--- src/rtl/trigger_ctrl.sv ---
// Trigger sequencer: decodes SUMP trigger/flow opcodes into per-stage config
// strobes and an arm pulse, and tracks trigger level and capture-run state.
module trigger_ctrl #(
  parameter int NSTAGES = 4
) (
  input  logic               clk_i,
  input  logic               rst_in,
  input  logic               exec_i,
  input  logic [7:0]         opcode_i,
  input  logic [NSTAGES-1:0] match_i,
  input  logic [NSTAGES-1:0] run_i,
  output logic [NSTAGES-1:0] set_mask_o,
  output logic [NSTAGES-1:0] set_val_o,
  output logic [NSTAGES-1:0] set_cfg_o,
  output logic               arm_o,
  output logic [1:0]         lvl_o,
  output logic               armed_o,
  output logic               run_o,
  output logic               cfg_drop_o
);

  typedef enum logic [1:0] {
    IDLE      = 2'd0,
    ARMED     = 2'd1,
    TRIGGERED = 2'd2
  } state_e;

  localparam logic [2:0] NSTAGES_W = 3'(NSTAGES);

  state_e             state_q, state_d;
  logic [NSTAGES-1:0] set_mask_q, set_mask_d;
  logic [NSTAGES-1:0] set_val_q, set_val_d;
  logic [NSTAGES-1:0] set_cfg_q, set_cfg_d;
  logic               arm_q, arm_d;
  logic [1:0]         lvl_q, lvl_d;
  logic               armed_q, armed_d;
  logic               run_q, run_d;
  logic               cfg_drop_q, cfg_drop_d;

  logic               is_reset;
  logic               is_arm;
  logic               is_set;
  logic               stage_ok;
  logic [1:0]         stage_idx;
  logic [1:0]         set_kind;
  logic [NSTAGES-1:0] stage_oh;

  // Opcode decode; stage indices beyond the instantiated bank are ignored.
  always_comb begin
    stage_idx = opcode_i[3:2];
    set_kind  = opcode_i[1:0];
    is_reset  = exec_i && (opcode_i == 8'h00);
    is_arm    = exec_i && (opcode_i == 8'h01);
    stage_ok  = ({1'b0, stage_idx} < NSTAGES_W);
    is_set    = exec_i && (opcode_i[7:4] == 4'hC) && (set_kind != 2'b11) && stage_ok;
    stage_oh  = '0;
    for (int i = 0; i < NSTAGES; i++) begin
      stage_oh[i] = (stage_idx == 2'(i));
    end
  end

  always_comb begin
    state_d    = state_q;
    set_mask_d = '0;
    set_val_d  = '0;
    set_cfg_d  = '0;
    arm_d      = 1'b0;
    lvl_d      = lvl_q;
    run_d      = run_q;
    cfg_drop_d = 1'b0;

    if (is_reset) begin
      state_d = IDLE;
      lvl_d   = 2'd0;
      run_d   = 1'b0;
    end else if (is_arm) begin
      state_d = ARMED;
      arm_d   = 1'b1;
      lvl_d   = 2'd0;
      run_d   = 1'b0;
    end else begin
      // Any number of simultaneous matches advances the level by one step.
      if ((state_q == ARMED) && (|match_i)) begin
        lvl_d = (lvl_q == 2'd3) ? 2'd3 : lvl_q + 2'd1;
        if (|(match_i & run_i)) begin
          state_d = TRIGGERED;
          run_d   = 1'b1;
        end
      end
      if (is_set) begin
        if (state_q == IDLE) begin
          set_mask_d = (set_kind == 2'b00) ? stage_oh : '0;
          set_val_d  = (set_kind == 2'b01) ? stage_oh : '0;
          set_cfg_d  = (set_kind == 2'b10) ? stage_oh : '0;
        end else begin
          cfg_drop_d = 1'b1;
        end
      end
    end

    armed_d = (state_d == ARMED);
  end

  always_ff @(posedge clk_i or negedge rst_in) begin
    if (!rst_in) begin
      state_q    <= IDLE;
      set_mask_q <= '0;
      set_val_q  <= '0;
      set_cfg_q  <= '0;
      arm_q      <= 1'b0;
      lvl_q      <= 2'd0;
      armed_q    <= 1'b0;
      run_q      <= 1'b0;
      cfg_drop_q <= 1'b0;
    end else begin
      state_q    <= state_d;
      set_mask_q <= set_mask_d;
      set_val_q  <= set_val_d;
      set_cfg_q  <= set_cfg_d;
      arm_q      <= arm_d;
      lvl_q      <= lvl_d;
      armed_q    <= armed_d;
      run_q      <= run_d;
      cfg_drop_q <= cfg_drop_d;
    end
  end

  assign set_mask_o = set_mask_q;
  assign set_val_o  = set_val_q;
  assign set_cfg_o  = set_cfg_q;
  assign arm_o      = arm_q;
  assign lvl_o      = lvl_q;
  assign armed_o    = armed_q;
  assign run_o      = run_q;
  assign cfg_drop_o = cfg_drop_q;

endmodule

--- config.mk ---
export PLATFORM = sky130hd
export DESIGN_NAME = trigger_ctrl
export DESIGN_NICKNAME = d
export VERILOG_FILES = /design/src/rtl/trigger_ctrl.sv
export SDC_FILE = /design/constraint.sdc
export NUM_CORES = 1
export LEC_CHECK = 0
export ABC_AREA = 1
export CAP_MARGIN = 20
export CORE_MARGIN = 2
export CORE_UTILIZATION = 33
export CTS_BUF_LIST = sky130_fd_sc_hd__clkbuf_2
export CTS_CLUSTER_SIZE = 40
export DETAILED_ROUTE_END_ITERATION = 10
export GPL_ROUTABILITY_DRIVEN = 0
export PLACE_DENSITY = 0.65
export SLEW_MARGIN = 20
export SYNTH_ARGS = -nofsm -noshare
export SYNTH_HDL_FRONTEND = slang
export SYNTH_SLANG_ARGS = --single-unit
--- constraint.sdc ---
create_clock -name clk_i -period 3.4 [get_ports clk_i]
set_clock_uncertainty 0.05 [all_clocks]
set_input_delay 0.68 -clock clk_i [delete_from_list [all_inputs] [get_ports clk_i]]
set_output_delay 0.68 -clock clk_i [all_outputs]
set_load 0.05 [all_outputs]
==> results.cfg <==
[synthesis]
leading_cell_types_by_count_after_synthesis = sky130_fd_sc_hd__nor2_1, sky130_fd_sc_hd__dfrtp_1, sky130_fd_sc_hd__nand2_1, sky130_fd_sc_hd__inv_1
top_cell_type_by_total_area_after_synthesis = sky130_fd_sc_hd__dfrtp_1
synth.distinct_cells = 17
synth.yosys.warnings = 0
postSynthRegisterBits = 20
syn_area_per_cell_um2 = 9.20
number_of_enable_type_register_cells_in_the_synthesized_netlist = 0
mappedNetlistNets = 112
seq_area_frac_synth = 0.585
synth_largest_type_area_fraction = 0.585
synth_top_flop_cell = sky130_fd_sc_hd__dfrtp_1
netlist_top_cells_area = sky130_fd_sc_hd__dfrtp_1, sky130_fd_sc_hd__nor2_1, sky130_fd_sc_hd__nand2_1
syn_area_um2 = 856
post_synth_inst_count = 93
postSynth.asyncResetShare = 1.00
synthMostInstantiatedCell = sky130_fd_sc_hd__nor2_1

[floorplanning]
design.core.area_um2 = 2480
floorplan.rows = 18
io_pins = 37
start_util = 0.345
dieHeight_um = 54.9
die-area_um2 = 3020
horizontal_extent_of_the_die_um = 54.9

[pwr]
leakage_nw = 0.576
fin_total_pwr_mw = 0.596
worst_ir_drop_vdd_uv = 424
p_per_area_nw_per_um2 = 459

[grt]
antenna_violations_before_repair = 0
groute.usage.overall = 0.138
grt_pass1_wl_mm = 2.89
number_of_global_route_vias_before_repair = 694
grt_max_degree = 21
grt-ovfl-total = 0

[placement]
portBuffers = 36
hpwl_mm = 1.41
placement.cell_area_um2 = 1250
placedCellCount = 159
post-place-ws_ns = 1.37

[timing]
setup_repair_after_global_routing_missed_its_margin = false
finalHoldViolations = 0
slew_viol_final = 0
final.hold.worst_slack_ns = 0.483
setup_total_negative_slack_ns = 0
finalCriticalPeriod_ns = 2.28
timing.slew.headroom = 0.439
tightest_slew_ns = 0.839
final.setup.worst_slack_ns = 1.12
setup_viol_count_final = 0
fmax_mhz = 438
period_share = 0.671

[detailed_routing]
met1_length_um = 794
vias = 732
post_drt_wl_per_cell_um = 11.0
drt_drc_violations_left = 0
drt-initial-drc-count = 6
postRouteAntennaNets = 0
routed.top_layer = met4
routed_via_density = 4.49
drt_pass1_iterations = 4
wl_mm = 1.80
met3WireLength_um = 65
routed_length_on_met2_um = 891

[critical_path]
cp_slowest_cell = sky130_fd_sc_hd__clkdlybuf4s50_1
critPathMaxFanout = 3
timing.critical_path.from = lvl_o[1]
setup.worst_path.end_class = output pin
critical-path-top-delay-family = buffers and inverters
critPathRequiredTime_ns = 2.67
worstSetupStartpointType = flip-flop
worst_path_largest_cell_delay_ns = 0.82
cp.arrival_ns = 1.55
critical_path.reg2reg.startpoint = state_q[1]
crit_type = flip-flop to output pin
critPathBufInv = 1
worstPathCellList = clkdlybuf4s50_1

[clock_network]
tritoncts = done
post_cts.resized_instances = 0
cts-root-to-sink-buffers = 2
cts_inserted_buffers = 3
cts_post_setup_buffers_inserted = 0
cts_root_buf = sky130_fd_sc_hd__clkbuf_2
maximum_level_of_the_cts_h_tree = 1
clk_latency_ns = 0.32
cts.sinks = 20
clk_pin_slew_ns = 0.18
ctsHoldBuffers = 0

[hold_path]
min_path_type = flip-flop to flip-flop
worst_hold_startpoint = run_o

[final_layout]
drive_above_1_share = 0.150
final_net_count = 153
final_antenna_diode_count = 0
finalNonFillerCells = 163
finalInstanceArea_um2 = 1300
post_route_utilization = 0.524
syn_to_final_growth_pct = 51.8

[outcome]
run_status = finished, final reports clean

[flow_run]
max-cap-violations = 0
per-layer routing:
layer  up-vias  track usage
li1        369            -
met1       339        0.170
met2        19        0.236
met3         5       0.0161
met4         0       0.0732
met5         -            0
placed cells by master (no fill, tap or decap), types with 2 or more instances in the layout:
master                             n
sky130_fd_sc_hd__a21oi_2           2
sky130_fd_sc_hd__a21oi_1           3
sky130_fd_sc_hd__dfrtp_1          20
sky130_fd_sc_hd__clkdlybuf4s50_1  36
sky130_fd_sc_hd__nand3b_1          2
sky130_fd_sc_hd__nand3_1           2
sky130_fd_sc_hd__nand3_2           4
sky130_fd_sc_hd__inv_2             3
sky130_fd_sc_hd__clkbuf_2          3
sky130_fd_sc_hd__nand2_1          18
sky130_fd_sc_hd__inv_1             8
sky130_fd_sc_hd__nor2_2            4
sky130_fd_sc_hd__nor2_1           21
power breakdown:
part | total (mW) | internal, mW | leakage (nW) | switching [mW]
clock | 0.177 | 0.102 | 0.0266 | 0.0759
combinational | 0.149 | 0.0559 | 0.286 | 0.0931
sequential | 0.269 | 0.256 | 0.264 | 0.0137
flip-flops by register name, summed over array words and instances (netlist names):
register / cells
arm_o: 1
set_cfg_o: 4
cfg_drop_o: 1
set_mask_o: 4
lvl_o: 2
armed_o: 1
set_val_o: 4
state_q: 2
run_o: 1
cells by family (layout without fill, tap and decap cells):
family / Yosys count / in the layout / synth area share
AO/OA/AOI/OAI: 5 / 5 / 0.0380
buffers and inverters: 11 / 51 / 0.0482
AND/OR/NAND/NOR: 57 / 57 / 0.329
flip-flops: 20 / 20 / 0.585
final timing paths:
| kind | end | slack [ns] | cells after the start |
|---|---|---|---|
| max reg2reg | armed_o | 2.17 | 6 |
| min in group asynchronous | set_mask_o[3] | 0.75 | 1 |
| min reg2reg | run_o | 0.48 | 2 |
| max in group asynchronous | cfg_drop_o | 2.03 | 1 |
| min | run_o | 0.48 | 2 |
| max | lvl_o[1] | 1.12 | 1 |
layout make-up:
class	count	area (µm²)
Fill cell	249	1180
Sequential cell	20	500
Timing Repair Buffer	36	360
Multi-Input combinational cell	62	314
Inverter	11	41.3
Tap cell	30	37.5
Clock inverter	1	30.0
Clock buffer	3	15.0
No activity file was read; power rests on OpenSTA's default activity.
